### src/rtl/uart_mem_dump_pkg.sv
// Shared constants for the memory-to-UART dump engine and its byte serialiser.
// Holds FSM state encodings, frame geometry and the default bit period.
// Imported by uart_tx_byte and uart_mem_dump.
package uart_mem_dump_pkg;

  localparam int UART_DATA_BITS       = 8;
  localparam int BYTES_PER_WORD       = 4;
  localparam int DEFAULT_CLKS_PER_BIT = 2604;

  // State encodings. The top-level sequencer uses IDLE/FETCH/WAIT/SEND/FIN;
  // the serialiser uses IDLE/START/DATA/STOP. SEND is the sequencer's view of
  // "a byte is somewhere in START/DATA/STOP inside the serialiser".
  localparam logic [2:0] S_IDLE  = 3'd0;
  localparam logic [2:0] S_FETCH = 3'd1;
  localparam logic [2:0] S_WAIT  = 3'd2;
  localparam logic [2:0] S_START = 3'd3;
  localparam logic [2:0] S_DATA  = 3'd4;
  localparam logic [2:0] S_STOP  = 3'd5;
  localparam logic [2:0] S_FIN   = 3'd6;
  localparam logic [2:0] S_SEND  = 3'd7;

  // Little-endian byte select from a 32-bit word.
  function automatic logic [7:0] word_byte(input logic [31:0] w, input logic [1:0] idx);
    return w[{idx, 3'b000} +: 8];
  endfunction

endpackage

### src/rtl/uart_tx_byte.sv
// 8N1 UART byte serialiser: start bit, 8 data bits LSB first, one stop bit.
// A new byte is accepted in IDLE or in the last cycle of STOP, so back-to-back
// bytes are sent with no idle gap; tx is registered and idles high.
module uart_tx_byte
  import uart_mem_dump_pkg::*;
#(
  parameter int CLKS_PER_BIT = DEFAULT_CLKS_PER_BIT
) (
  input  logic       clock,
  input  logic       rst,
  input  logic       byte_valid,
  input  logic [7:0] byte_data,
  output logic       byte_ready,
  output logic       tx
);

  localparam int BW = $clog2(CLKS_PER_BIT);

  logic [2:0]    state;
  logic [BW-1:0] baud_cnt;
  logic [2:0]    bit_idx;
  logic [7:0]    shreg;
  logic          last_baud;

  assign last_baud  = (baud_cnt == BW'(CLKS_PER_BIT - 1));
  assign byte_ready = (state == S_IDLE) || ((state == S_STOP) && last_baud);

  // Frame sequencing; the baud counter only runs inside START/DATA/STOP.
  always_ff @(posedge clock) begin
    if (rst) begin
      state    <= S_IDLE;
      baud_cnt <= '0;
      bit_idx  <= '0;
      shreg    <= '0;
      tx       <= 1'b1;
    end else begin
      case (state)
        S_IDLE: begin
          baud_cnt <= '0;
          if (byte_valid) begin
            shreg <= byte_data;
            state <= S_START;
            tx    <= 1'b0;
          end
        end
        S_START: begin
          if (last_baud) begin
            baud_cnt <= '0;
            bit_idx  <= '0;
            state    <= S_DATA;
            tx       <= shreg[0];
          end else begin
            baud_cnt <= baud_cnt + BW'(1);
          end
        end
        S_DATA: begin
          if (last_baud) begin
            baud_cnt <= '0;
            if (bit_idx == 3'(UART_DATA_BITS - 1)) begin
              state <= S_STOP;
              tx    <= 1'b1;
            end else begin
              bit_idx <= bit_idx + 3'd1;
              shreg   <= {1'b0, shreg[7:1]};
              tx      <= shreg[1];
            end
          end else begin
            baud_cnt <= baud_cnt + BW'(1);
          end
        end
        S_STOP: begin
          if (last_baud) begin
            baud_cnt <= '0;
            if (byte_valid) begin
              // Chain straight into the next start bit.
              shreg <= byte_data;
              state <= S_START;
              tx    <= 1'b0;
            end else begin
              state <= S_IDLE;
            end
          end else begin
            baud_cnt <= baud_cnt + BW'(1);
          end
        end
        default: begin
          state    <= S_IDLE;
          baud_cnt <= '0;
          tx       <= 1'b1;
        end
      endcase
    end
  end

endmodule

### src/rtl/uart_mem_dump.sv
// Memory-to-UART dump: reads word_cnt words from base_adr upward and sends each
// little-endian over 8N1. Word cost is 1 fetch + RD_LAT wait + 40 bit times.
// start is only honoured in IDLE; the serialiser's ready paces byte hand-off.
module uart_mem_dump
  import uart_mem_dump_pkg::*;
#(
  parameter int CLKS_PER_BIT = DEFAULT_CLKS_PER_BIT,
  parameter int ADDR_W       = 14,
  parameter int CNT_W        = 15,
  parameter int RD_LAT       = 1
) (
  input  logic              clock,
  input  logic              rst,
  input  logic              start,
  input  logic [ADDR_W-1:0] base_adr,
  input  logic [CNT_W-1:0]  word_cnt,
  output logic              mem_rd_o,
  output logic [ADDR_W-1:0] mem_adr_o,
  input  logic [31:0]       mem_dat_i,
  output logic              tx,
  output logic              busy,
  output logic              done
);

  logic [2:0]        state;
  logic [ADDR_W-1:0] addr;
  logic [CNT_W-1:0]  remaining;
  logic [31:0]       word_sr;
  logic [1:0]        byte_idx;
  logic [1:0]        lat_cnt;

  logic              last_wait;
  logic              last_byte;
  logic              byte_valid;
  logic              byte_ready;
  logic [7:0]        byte_data;

  assign last_wait = (state == S_WAIT) && (lat_cnt == 2'(RD_LAT - 1));
  assign last_byte = (byte_idx == 2'(BYTES_PER_WORD - 1));

  // Byte 0 is taken straight off the read bus in the capture cycle so its start
  // bit follows WAIT immediately; bytes 1..3 come from word_sr at each STOP end.
  assign byte_valid = last_wait || ((state == S_SEND) && !last_byte);
  assign byte_data  = last_wait ? mem_dat_i[7:0] : word_byte(word_sr, byte_idx + 2'd1);

  assign mem_rd_o  = (state == S_FETCH);
  assign mem_adr_o = addr;
  assign busy      = (state != S_IDLE) && (state != S_FIN);
  assign done      = (state == S_FIN);

  // Word/address sequencing: fetch, wait out read latency, feed four bytes.
  always_ff @(posedge clock) begin
    if (rst) begin
      state     <= S_IDLE;
      addr      <= '0;
      remaining <= '0;
      word_sr   <= '0;
      byte_idx  <= '0;
      lat_cnt   <= '0;
    end else begin
      case (state)
        S_IDLE: begin
          if (start) begin
            if (word_cnt != '0) begin
              addr      <= base_adr;
              remaining <= word_cnt;
              state     <= S_FETCH;
            end else begin
              state <= S_FIN;
            end
          end
        end
        S_FETCH: begin
          lat_cnt <= '0;
          state   <= S_WAIT;
        end
        S_WAIT: begin
          if (last_wait) begin
            word_sr  <= mem_dat_i;
            byte_idx <= '0;
            lat_cnt  <= '0;
            state    <= S_SEND;
          end else begin
            lat_cnt <= lat_cnt + 2'd1;
          end
        end
        S_SEND: begin
          // byte_ready here means the current byte is in its final stop cycle.
          if (byte_ready) begin
            if (!last_byte) begin
              byte_idx <= byte_idx + 2'd1;
            end else if (remaining > CNT_W'(1)) begin
              remaining <= remaining - CNT_W'(1);
              addr      <= addr + ADDR_W'(1);
              state     <= S_FETCH;
            end else begin
              state <= S_FIN;
            end
          end
        end
        S_FIN: begin
          state <= S_IDLE;
        end
        default: begin
          state <= S_IDLE;
        end
      endcase
    end
  end

  uart_tx_byte #(
    .CLKS_PER_BIT(CLKS_PER_BIT)
  ) u_tx (
    .clock      (clock),
    .rst        (rst),
    .byte_valid (byte_valid),
    .byte_data  (byte_data),
    .byte_ready (byte_ready),
    .tx         (tx)
  );

endmodule
### config.mk
export PLATFORM = sky130hd
export DESIGN_NAME = uart_mem_dump
export DESIGN_NICKNAME = d
export VERILOG_FILES = /design/src/rtl/uart_mem_dump_pkg.sv /design/src/rtl/uart_tx_byte.sv /design/src/rtl/uart_mem_dump.sv
export SDC_FILE = /design/constraint.sdc
export NUM_CORES = 1
export LEC_CHECK = 0
export ABC_AREA = 1
export CAP_MARGIN = 0
export CORE_ASPECT_RATIO = 0.7
export CORE_MARGIN = 5
export CORE_UTILIZATION = 59
export DETAILED_ROUTE_END_ITERATION = 16
export GPL_ROUTABILITY_DRIVEN = 1
export GPL_TIMING_DRIVEN = 0
export PLACE_DENSITY = 0.86
export SYNTH_ARGS = -nofsm -noshare
export SYNTH_HDL_FRONTEND = slang
export SYNTH_SLANG_ARGS = --single-unit
### constraint.sdc
create_clock -name clock -period 4.55 [get_ports clock]
set_clock_uncertainty 0.1 [all_clocks]
set_input_delay 1.365 -clock clock [delete_from_list [all_inputs] [get_ports clock]]
set_output_delay 1.365 -clock clock [all_outputs]
set_load 0.005 [all_outputs]
# Word level (Yosys, flattened, before mapping)
# Index checks and enable logic that the tools add are counted.
[op_classes]
n_addsub = 6
n_lt_le_gt_ge = 1
n_eq_ne = 24
shift = 1
muxes = 48
bitwise = 1
n_reduce_logical = 27
[op_table]
columns = ["op", "count"]
rows = [
  ["15-bit 2-to-1 mux", 5],
  ["14-bit 2-to-1 mux", 5],
  ["3-bit 2-to-1 mux", 14],
  ["8-bit 2-to-1 mux", 5],
  ["32-bit by 6-bit indexed part select with 8-bit output", 1],
  ["15-bit case mux with 2 select lines", 1],
  ["14-bit case mux with 2 select lines", 1],
  ["3-bit case mux with 4 select lines", 2],
  ["8-bit case mux with 3 select lines", 1],
  ["2-bit inequality test (second input constant)", 8],
  ["4-bit AND reduction", 4],
  ["3-bit == test (second input constant)", 5],
  ["15-bit by 1-bit > comparator with 1-bit output (second input constant)", 1],
  ["15-bit nonzero test", 1],
  ["15-bit by 1-bit subtractor with 15-bit output (second input constant)", 1],
  ["14-bit by 1-bit adder with 14-bit output (second input constant)", 1],
  ["12-bit by 1-bit adder with 12-bit output (second input constant)", 1],
  ["12-bit == test (second input constant)", 1],
  ["2-bit 2-to-1 mux", 5],
  ["2-bit by 1-bit inequality test with 1-bit output (second input constant)", 5],
  ["2-bit case mux with 2 select lines", 2],
  ["2-bit nonzero test", 4],
  ["3-bit by 2-bit == test with 1-bit output (second input constant)", 2],
  ["3-bit zero test", 2],
  ["other kinds (19)", 30],
]
[word_totals]
regBits = 95
input_bits = 64

# Longest topological paths before layout
# Gate-level depths: netlist of the first run.
[logic_depth]
ltp_word = 7
depth_mapped = 13
mapped_depth_nobuf = 13

# Hierarchy
# Synthesis of the first run repeated with hierarchy kept, for this count alone.
[hier_totals]
cells_unflattened = 900
area_unflattened_um2 = 5484.0
[by_module_without_submodules]
columns = ["mod", "n_inst", "cells_per_inst", "area_each_um2"]
rows = [
  ["uart_mem_dump", 1, 678, 4022.6],
  ["uart_tx_byte", 1, 222, 1461.4],
]

# Worst setup path after synthesis of the first run
# Ideal clock, no wire load.
[synth_timing]
path_type = "input-to-reg"
start = "in rst"
end = "reg remaining[10]"
arrival_ps = 2275
required_time_ps = 4386
setup_slack_ps = 2111
cell_stages = 6
path_buffers = 3
path_cell_list = "clkbuf_1 > inv_1 > clkbuf_1 > clkbuf_1 > nand2_1 > nor2_1"
[synth_rtl]
columns = ["item", "line", "text"]
rows = [
  ["start: declaration", "uart_mem_dump.sv:13", "input logic rst,"],
  ["end signal: assignment", "uart_mem_dump.sv:66", "remaining <= word_cnt;"],
  ["end signal: assignment", "uart_mem_dump.sv:93", "remaining <= remaining - CNT_W'(1);"],
  ["end: declaration", "uart_mem_dump.sv:27", "logic [CNT_W-1:0] remaining;"],
]

# Final worst setup path of the first run
[layout_timing]
start = "reg state[1]"
end = "out busy"
[layout_between]
elab_chain_len = 2
[layout_lines]
columns = ["item", "line", "text"]
rows = [
  ["start: declaration", "uart_mem_dump.sv:25", "logic [2:0] state;"],
  ["start signal: assignment", "uart_mem_dump.sv:54", "state <= S_IDLE;"],
  ["start signal: assignment", "uart_mem_dump.sv:67", "state <= S_FETCH;"],
  ["start signal: assignment", "uart_mem_dump.sv:69", "state <= S_FIN;"],
  ["3-bit inequality test or 3-bit nonzero test (tied branches)", "uart_mem_dump.sv:48", "assign busy = (state != S_IDLE) && (state != S_FIN);"],
  ["1-bit logical AND (*)", "uart_mem_dump.sv:48", ""],
  ["end: declaration", "uart_mem_dump.sv:21", "output logic busy,"],
]
# Mark *: on every way between the ends. The rest lies on a longest branch, timed or not.

==> Implementation_results.wiki, run 1 <==
{| class="wikitable"
! Metric !! Value
|-
| Final routed wirelength across all metal layers || between 10000 and 15000 µm
|-
| Slew at the pin closest to its max-slew limit || 0.588 ns
|-
| Total CTS buffers || 9
|-
| Critical path buffers and inverters || 1
|-
| Setup violations, final || 0
|-
| Number of levels the H-tree was split into || 3
|-
| Wire length of the first global-routing pass || approximately 25000 µm
|-
| Final max-slew violation count || 0
|-
| Worst setup SP type || register
|-
| Final antenna-violating net count || 0
|-
| Maximum number of pins on one net before global-route repair || 18
|-
| Die Span Y || between 80 and 90 µm
|-
| Total negative setup slack || 0 ns
|-
| Data required time at the worst endpoint || 3.08 ns
|-
| Number of buffer cells added on primary ports || 80
|-
| Fraction of power spent switching nets || 42.2%
|-
| Postcts setup bufs || 0
|-
| Setup repair after global routing missed its margin || no
|-
| Via total after detailed routing || roughly 5700
|-
| Power share of the clock group || between 20% and 30%
|-
| Sequential cell area || ~0.0019 mm²
|-
| Vias in the first global route || 5217
|-
| Clock slew seen by the registers of the worst setup and hold paths || approximately 0.070 ns
|-
| Dpl hpwl || approximately 11000 µm
|-
| Sinks on the clock net || 95
|-
| Insertion delay of the later-clocked pin in the worst-skew pair || 0.35 ns
|-
| Mapped Cells || 861
|-
| Post-synth ARST share || 0%
|-
| Total power per unit cell area || ~540 mW/mm²
|-
| Worst endpoint data arrival time || between 1.5 and 2 ns
|-
| CP max stage delay || around 0.46 ns
|-
| Area growth, synth to finish || 23.1%
|-
| Share of Yosys cell area claimed by the top area cell type || between 30% and 40%
|-
| Starting density of the core || roughly 60%
|-
| Pre-antenna DRT Iters || 8
|-
| Count of yosys warnings during synthesis || 0
|-
| Library cell appearing most often on the critical path || sky130_fd_sc_hd__nor2_1
|-
| GP Congestion || about 0.94
|-
| Final routed DRC violation total || 0
|-
| Area taken by multi-input logic gates || slightly below 0.003 mm²
|-
| List of cells traversed by the critical path || or2_1, nor2_1, nor2_1, clkdlybuf4s50_1
|-
| Comb power frac || 44.5%
|-
| Number of diodes || 0
|-
| Sequential-to-total area share from yosys stat || 35.4%
|-
| Maximum clock path buffer count || 2
|-
| Crit Path Category || register to output pin
|-
| Synth area leaders || sky130_fd_sc_hd__dfxtp_1 35%, sky130_fd_sc_hd__nand2_1 17%, sky130_fd_sc_hd__nor2_1 11%
|-
| Detail-routed net length per standard cell || 13.5 µm
|-
| Antenna violations before repair || 0
|-
| Max-capacitance violation count || 0
|-
| CTS tree || done
|-
| Crit path max-delay family || simple AND/OR/NAND/NOR gates
|-
| Register bit total from synthesis || between 90 and 100
|-
| Top Ports || between 80 and 90
|-
| Overall fraction of global-route tracks in use || 27.2%
|-
| P_int || 0.00204 W
|-
| GRT Residual Overflow || 0
|-
| Status || finished, final reports clean
|-
| IR Drop Worst-Case VDD || approximately 0.00032 V
|-
| HP Class || register to register
|-
| Synth unique cells || 40
|-
| Drt via density || ~5.3
|-
| Core area || approximately 0.0090 mm²
|-
| Synth Flop Type || sky130_fd_sc_hd__dfxtp_1
|-
| Die Wd || between 100 and 150 µm
|-
| Number of hold violations in the final report || 0
|-
| Area of the die || approximately 0.011 mm²
|-
| Proportion of layout cells with a drive suffix above 1 || between 4 and 5%
|-
| P_leak || between 2 and 3 nW
|-
| Final critical delay including setup and external delays || between 3 and 4 ns
|-
| Net switching power || roughly 0.0015 W
|-
| Cell at the slowest stage of the critical path || sky130_fd_sc_hd__clkdlybuf4s50_1
|-
| Post-synth EDFFs || 0
|-
| Fraction of power consumed by sequential logic || 34.7%
|-
| Post-CTS sizing || 0
|-
| Hold-fix buffers at CTS || 0
|-
| Setup crit end kind || output pin
|-
| Post-synthesis instance area || about 0.0054 mm²
|-
| Commonest non-fill, non-tap cells in the layout || 239 x sky130_fd_sc_hd__nand2_1, 159 x sky130_fd_sc_hd__nor2_1, 95 x sky130_fd_sc_hd__dfxtp_1
|-
| Synth Area per Inst || 6.23 µm²
|-
| DRT iter0 DRCs || 539
|-
| Largest driver fanout on the critical path || 5
|-
| Max_slew headroom || approximately three fifths
|-
| Most common cell after layout, fill and taps aside || sky130_fd_sc_hd__nand2_1
|-
| Slack of the critical path || roughly 1.3 ns
|-
| Number of placement rows || 29
|-
| Leading area contributor after synthesis || sky130_fd_sc_hd__dfxtp_1
|-
| Core utilization of the finished layout || around 74%
|-
| Fmax || approximately 300 MHz
|-
| Fillcell total || 760
|-
| Nets in the synthesized netlist || ~930
|-
| Nets || a little over 1000
|-
| Post-route fraction of the period consumed by the critical path || ~71%
|-
| Clk root buf || sky130_fd_sc_hd__clkbuf_16
|-
| Power, Total || 0.00354 W
|-
| Post-Place Setup Slack || ~1.5 ns
|}
## worst paths after layout
path | from | to | slack [ns] | depth (start not counted)
setup / recovery | state[1] | busy | 1.30 | 4
setup reg to reg | u_tx.baud_cnt[0] | remaining[9] | 2.41 | 13
hold / removal | u_tx.baud_cnt[0] | u_tx.baud_cnt[0] | 0.34 | 1
hold reg to reg | u_tx.baud_cnt[0] | u_tx.baud_cnt[0] | 0.34 | 1
## cell families (layout without fill, tap and decap cells)
logic type	count (synthesis)	after routing	share of synthesized area, %
simple gates	472	472	36.1
xor+xnor	11	11	1.80
mux	1	1	0.187
buf+inv	124	220	9.28
compound gates	150	150	15.3
fa+ha+maj	8	8	1.87
flops	95	95	35.4
## worst register-to-register path, stage by stage (launching register included)
cell                      delay, ns
sky130_fd_sc_hd__dfxtp_1       0.35
sky130_fd_sc_hd__ha_1          0.19
sky130_fd_sc_hd__inv_1         0.08
sky130_fd_sc_hd__nor2_1        0.10
sky130_fd_sc_hd__nand2_1       0.07
sky130_fd_sc_hd__nor2_2        0.14
sky130_fd_sc_hd__nand3_1       0.13
sky130_fd_sc_hd__nand2_2       0.12
sky130_fd_sc_hd__nand3_2       0.11
sky130_fd_sc_hd__nor2_4        0.27
sky130_fd_sc_hd__buf_6         0.20
sky130_fd_sc_hd__nand2_1       0.06
sky130_fd_sc_hd__nand2_1       0.05
sky130_fd_sc_hd__nor2_1        0.05
## metal layers
metal	global-route usage [%]	vias to the layer above	wire, µm
li1	-	2915	-
met1	41.2	2521	7040
met2	38.9	241	6120
met3	5.96	22	1270
met4	6.65	0	186
met5	0	-	0
## synthesized netlist by cell type, types with 2 or more instances
cell type,n
sky130_fd_sc_hd__xor2_1,9
sky130_fd_sc_hd__nand3b_1,2
sky130_fd_sc_hd__a31oi_1,2
sky130_fd_sc_hd__xnor2_1,2
sky130_fd_sc_hd__clkbuf_1,22
sky130_fd_sc_hd__nand2_1,239
sky130_fd_sc_hd__buf_2,5
sky130_fd_sc_hd__a21oi_1,56
sky130_fd_sc_hd__nor3_1,9
sky130_fd_sc_hd__ha_1,8
sky130_fd_sc_hd__dfxtp_1,95
sky130_fd_sc_hd__o21ai_0,61
sky130_fd_sc_hd__nor2_1,159
sky130_fd_sc_hd__nor4_1,3
sky130_fd_sc_hd__nand2_2,2
sky130_fd_sc_hd__nand4_1,3
sky130_fd_sc_hd__nand3_1,41
sky130_fd_sc_hd__o22ai_1,6
sky130_fd_sc_hd__inv_2,6
sky130_fd_sc_hd__inv_1,84
sky130_fd_sc_hd__buf_1,2
sky130_fd_sc_hd__nor3b_1,2
sky130_fd_sc_hd__nand3_2,3
sky130_fd_sc_hd__or2_1,2
sky130_fd_sc_hd__o211ai_1,8
sky130_fd_sc_hd__buf_6,3
sky130_fd_sc_hd__nor2_4,3
sky130_fd_sc_hd__o21bai_1,12
## registers in the layout, summed over array words and instances (netlist names)
register       cells
u_tx.state         3
byte_idx           2
state              3
u_tx.baud_cnt     12
u_tx.tx            1
mem_adr_o         14
u_tx.shreg         8
u_tx.bit_idx       3
lat_cnt            2
remaining         15
word_sr           32
## area by class of cell
class                      instances  area share, %
buffer                            33           2.37
clock buffer                       9           3.41
clock inverter                     7          0.853
inverter                          91           5.17
multi-input combinational        642           44.9
sequential                        95           28.8
tap                              124           2.35
timing repair buffer              80           12.1
## power by group through the flow
stage | clock network (W) | logic, W | registers, W
floorplan | 0 | 0.00110 | 0.00120
global route | 0.000774 | 0.00180 | 0.00126
CTS | 0.000737 | 0.00155 | 0.00122
finish | 0.000736 | 0.00157 | 0.00123
detailed placement | 0 | 0.00154 | 0.00124
global placement | 0 | 0.00151 | 0.00123
## metrics by stage
stage          hold slack, ns  instance area [µm²]  instances
2_1_floorplan           0.313                 5370        861
3_3_place_gp            0.327                 6320       1065
3_5_place_dp            0.329                 6320       1065
4_1_cts                 0.344                 6600       1081
5_1_grt                 0.355                 6600       1081
6_report                0.344                 6600       1081
Power figures use the tool's default switching activity.
==> inputs of run 2 (changes only) <==
Settings changed: CORE_UTILIZATION 59 to 49, PLACE_DENSITY 0.86 to 0.76.
Clock period 4.55 ns to 2.94 ns, I/O delays scaled along.
==> run 2 against run 1 <==
Against the previous run: via count is 2.1% lower; flip-flop and latch count stayed put; sequential power up 54%; largest cell class unchanged.
==> Implementation_results.wiki, run 2 (synthesis results as in run 1) <==
{| class="wikitable"
! Metric !! Value
|-
| Status || finished, final reports clean
|-
| Wire length of the first global-routing pass || 24000 µm
|-
| HP Class || register to register
|-
| Setup crit end kind || output pin
|-
| Fraction of power consumed by sequential logic || around a third
|-
| Final critical delay including setup and external delays || roughly 2.7 ns
|-
| Final max-slew violation count || 0
|-
| Post-Place Cells || 1094
|-
| Most common cell after layout, fill and taps aside || sky130_fd_sc_hd__nand2_1
|-
| Maximum number of pins on one net before global-route repair || 18
|-
| Comb power frac || between 40 and 50%
|-
| P_leak || a little under 3 nW
|-
| Nets || 1024
|-
| CTS tree || done
|-
| Core utilization of the finished layout || 61.6%
|-
| Power, Total || between 0.005 and 0.006 W
|-
| P_int || approximately 0.0033 W
|-
| Number of placement rows || 32
|-
| Detail-routed net length per standard cell || between 10 and 15 µm
|-
| Postcts setup bufs || 0
|-
| IR Drop Worst-Case VDD || about 0.00038 V
|-
| Sinks on the clock net || between 90 and 100
|-
| Vias in the first global route || ~4900
|-
| Total power per unit cell area || ~840 mW/mm²
|-
| Commonest non-fill, non-tap cells in the layout || 239 x sky130_fd_sc_hd__nand2_1, 159 x sky130_fd_sc_hd__nor2_1, 95 x sky130_fd_sc_hd__dfxtp_1
|-
| Final routed wirelength across all metal layers || 14400 µm
|-
| Cell area after placement || 0.00636 mm²
|-
| Final antenna-violating net count || 0
|-
| Proportion of layout cells with a drive suffix above 1 || 4.49%
|-
| Register name with the most flops || word_sr
|-
| Number of hold violations in the final report || 0
|-
| Die Wd || 135 µm
|-
| Die Span Y || just under 100 µm
|-
| Starting density of the core || ~49%
|-
| Total negative setup slack || 0 ns
|-
| Clock slew seen by the registers of the worst setup and hold paths || ~0.07 ns
|-
| Top Ports || approximately 80
|-
| Summed area of non-filler cells in the final layout || roughly 0.0067 mm²
|-
| Data required time at the worst endpoint || approximately 2.0 ns
|-
| Hold-fix buffers at CTS || 0
|-
| Number of levels the H-tree was split into || 3
|-
| Antenna violations before repair || 0
|-
| Area of the die || around 0.013 mm²
|-
| Max-capacitance violation count || 0
|-
| Power share of the clock group || about 23%
|-
| Max_slew headroom || 62.6%
|-
| Worst setup SP type || register
|-
| Net switching power || roughly 0.0023 W
|-
| Drt via density || slightly above 5
|-
| Via total after detailed routing || roughly 5600
|-
| Number of buffer cells added on primary ports || 80
|-
| GRT Residual Overflow || 0
|-
| Setup violations, final || 0
|-
| Fillcell total || 1025
|-
| Crit Path Category || register to output pin
|-
| Setup repair after global routing missed its margin || no
|-
| Dpl hpwl || between 10000 and 15000 µm
|-
| Insertion delay of the later-clocked pin in the worst-skew pair || roughly 0.34 ns
|-
| Overall fraction of global-route tracks in use || between 20% and 30%
|-
| Clk root buf || sky130_fd_sc_hd__clkbuf_16
|-
| Slew at the pin closest to its max-slew limit || 0.561 ns
|-
| DRT iter0 DRCs || about 490
|-
| Worst endpoint data arrival time || approximately 1.8 ns
|-
| Post-route fraction of the period consumed by the critical path || between 90 and 100%
|-
| Largest driver fanout on the critical path || 5
|-
| GP Congestion || approximately 0.90
|-
| Largest register FFs || 32
|-
| Core area || approximately 0.011 mm²
|-
| Fraction of power spent switching nets || between 40% and 50%
|-
| Total CTS buffers || 9
|-
| Area growth, synth to finish || 24.6%
|-
| Final std cells w/o fill || around 1100
|-
| Pre-antenna DRT Iters || 5
|-
| Maximum clock path buffer count || 2
|-
| Number of diodes || 0
|-
| Fmax || 365 MHz
|-
| Final routed DRC violation total || 0
|-
| Post-CTS sizing || 0
|}
-- run 2: cell count changes in the layout (fill, tap and decap cells not counted), sizes merged --
cell / delta
bufinv: +2
clkinv: +1
clkinvlp: -2
inv: -1
-- run 2: through the flow --
stage / hold WS [ns] / setup WS [ns]
floorplan: 0.313 / 0.984
global placement: 0.335 / 0.282
global route: 0.375 / 0.101
CTS: 0.357 / 0.203
finish: 0.359 / 0.203
detailed placement: 0.346 / 0.273
-- run 2: worst paths after layout --
kind                    start          endpoint  slack (ns)  cells past startpoint
max                  state[1]              busy        0.20                      4
min          u_tx.baud_cnt[0]  u_tx.baud_cnt[0]        0.36                      1
max reg2reg  u_tx.baud_cnt[0]      mem_adr_o[6]        0.78                     13
min reg2reg  u_tx.baud_cnt[0]  u_tx.baud_cnt[0]        0.36                      1
-- run 2: cell type report --
type / instances / area, µm² / area share (%)
Timing Repair Buffer: 80 / 801 / 12.0
Buffer: 33 / 156 / 2.34
Clock buffer: 9 / 225 / 3.37
Clock inverter: 7 / 103 / 1.53
Tap cell: 153 / 191 / 2.86
Inverter: 91 / 342 / 5.11
Sequential cell: 95 / 1900 / 28.4
Multi-Input combinational cell: 642 / 2970 / 44.4
-- run 2: critical path, stage by stage (launching register included) --
cell and delay [ns]:
sky130_fd_sc_hd__dfxtp_1 0.36, sky130_fd_sc_hd__or2_1 0.26, sky130_fd_sc_hd__nor2_1 0.27, sky130_fd_sc_hd__nor2_1 0.07, sky130_fd_sc_hd__clkdlybuf4s50_1 0.45
-- run 2: layer usage --
layer / routed length [µm] / track usage [%]
met1: 7530 / 34.8
met2: 5730 / 30.5
met4: 107 / 4.11
met3: 1070 / 4.45
met5: 0 / 0
-- run 2: power groups by stage --
stage / registers (W) / clock network [W] / logic, W
after CTS: 0.00190 / 0.00130 / 0.00239
after global placement: 0.00191 / 0 / 0.00234
after floorplan: 0.00185 / 0 / 0.00170
after global routing: 0.00195 / 0.00136 / 0.00277
final: 0.00190 / 0.00128 / 0.00241
after detailed placement: 0.00192 / 0 / 0.00237
==> inputs of run 3 (changes only) <==
Settings changed: CAP_MARGIN 0 to default.
==> results of run 3 <==
No change in the layout: final DEF, timing and power equal those of run 2.
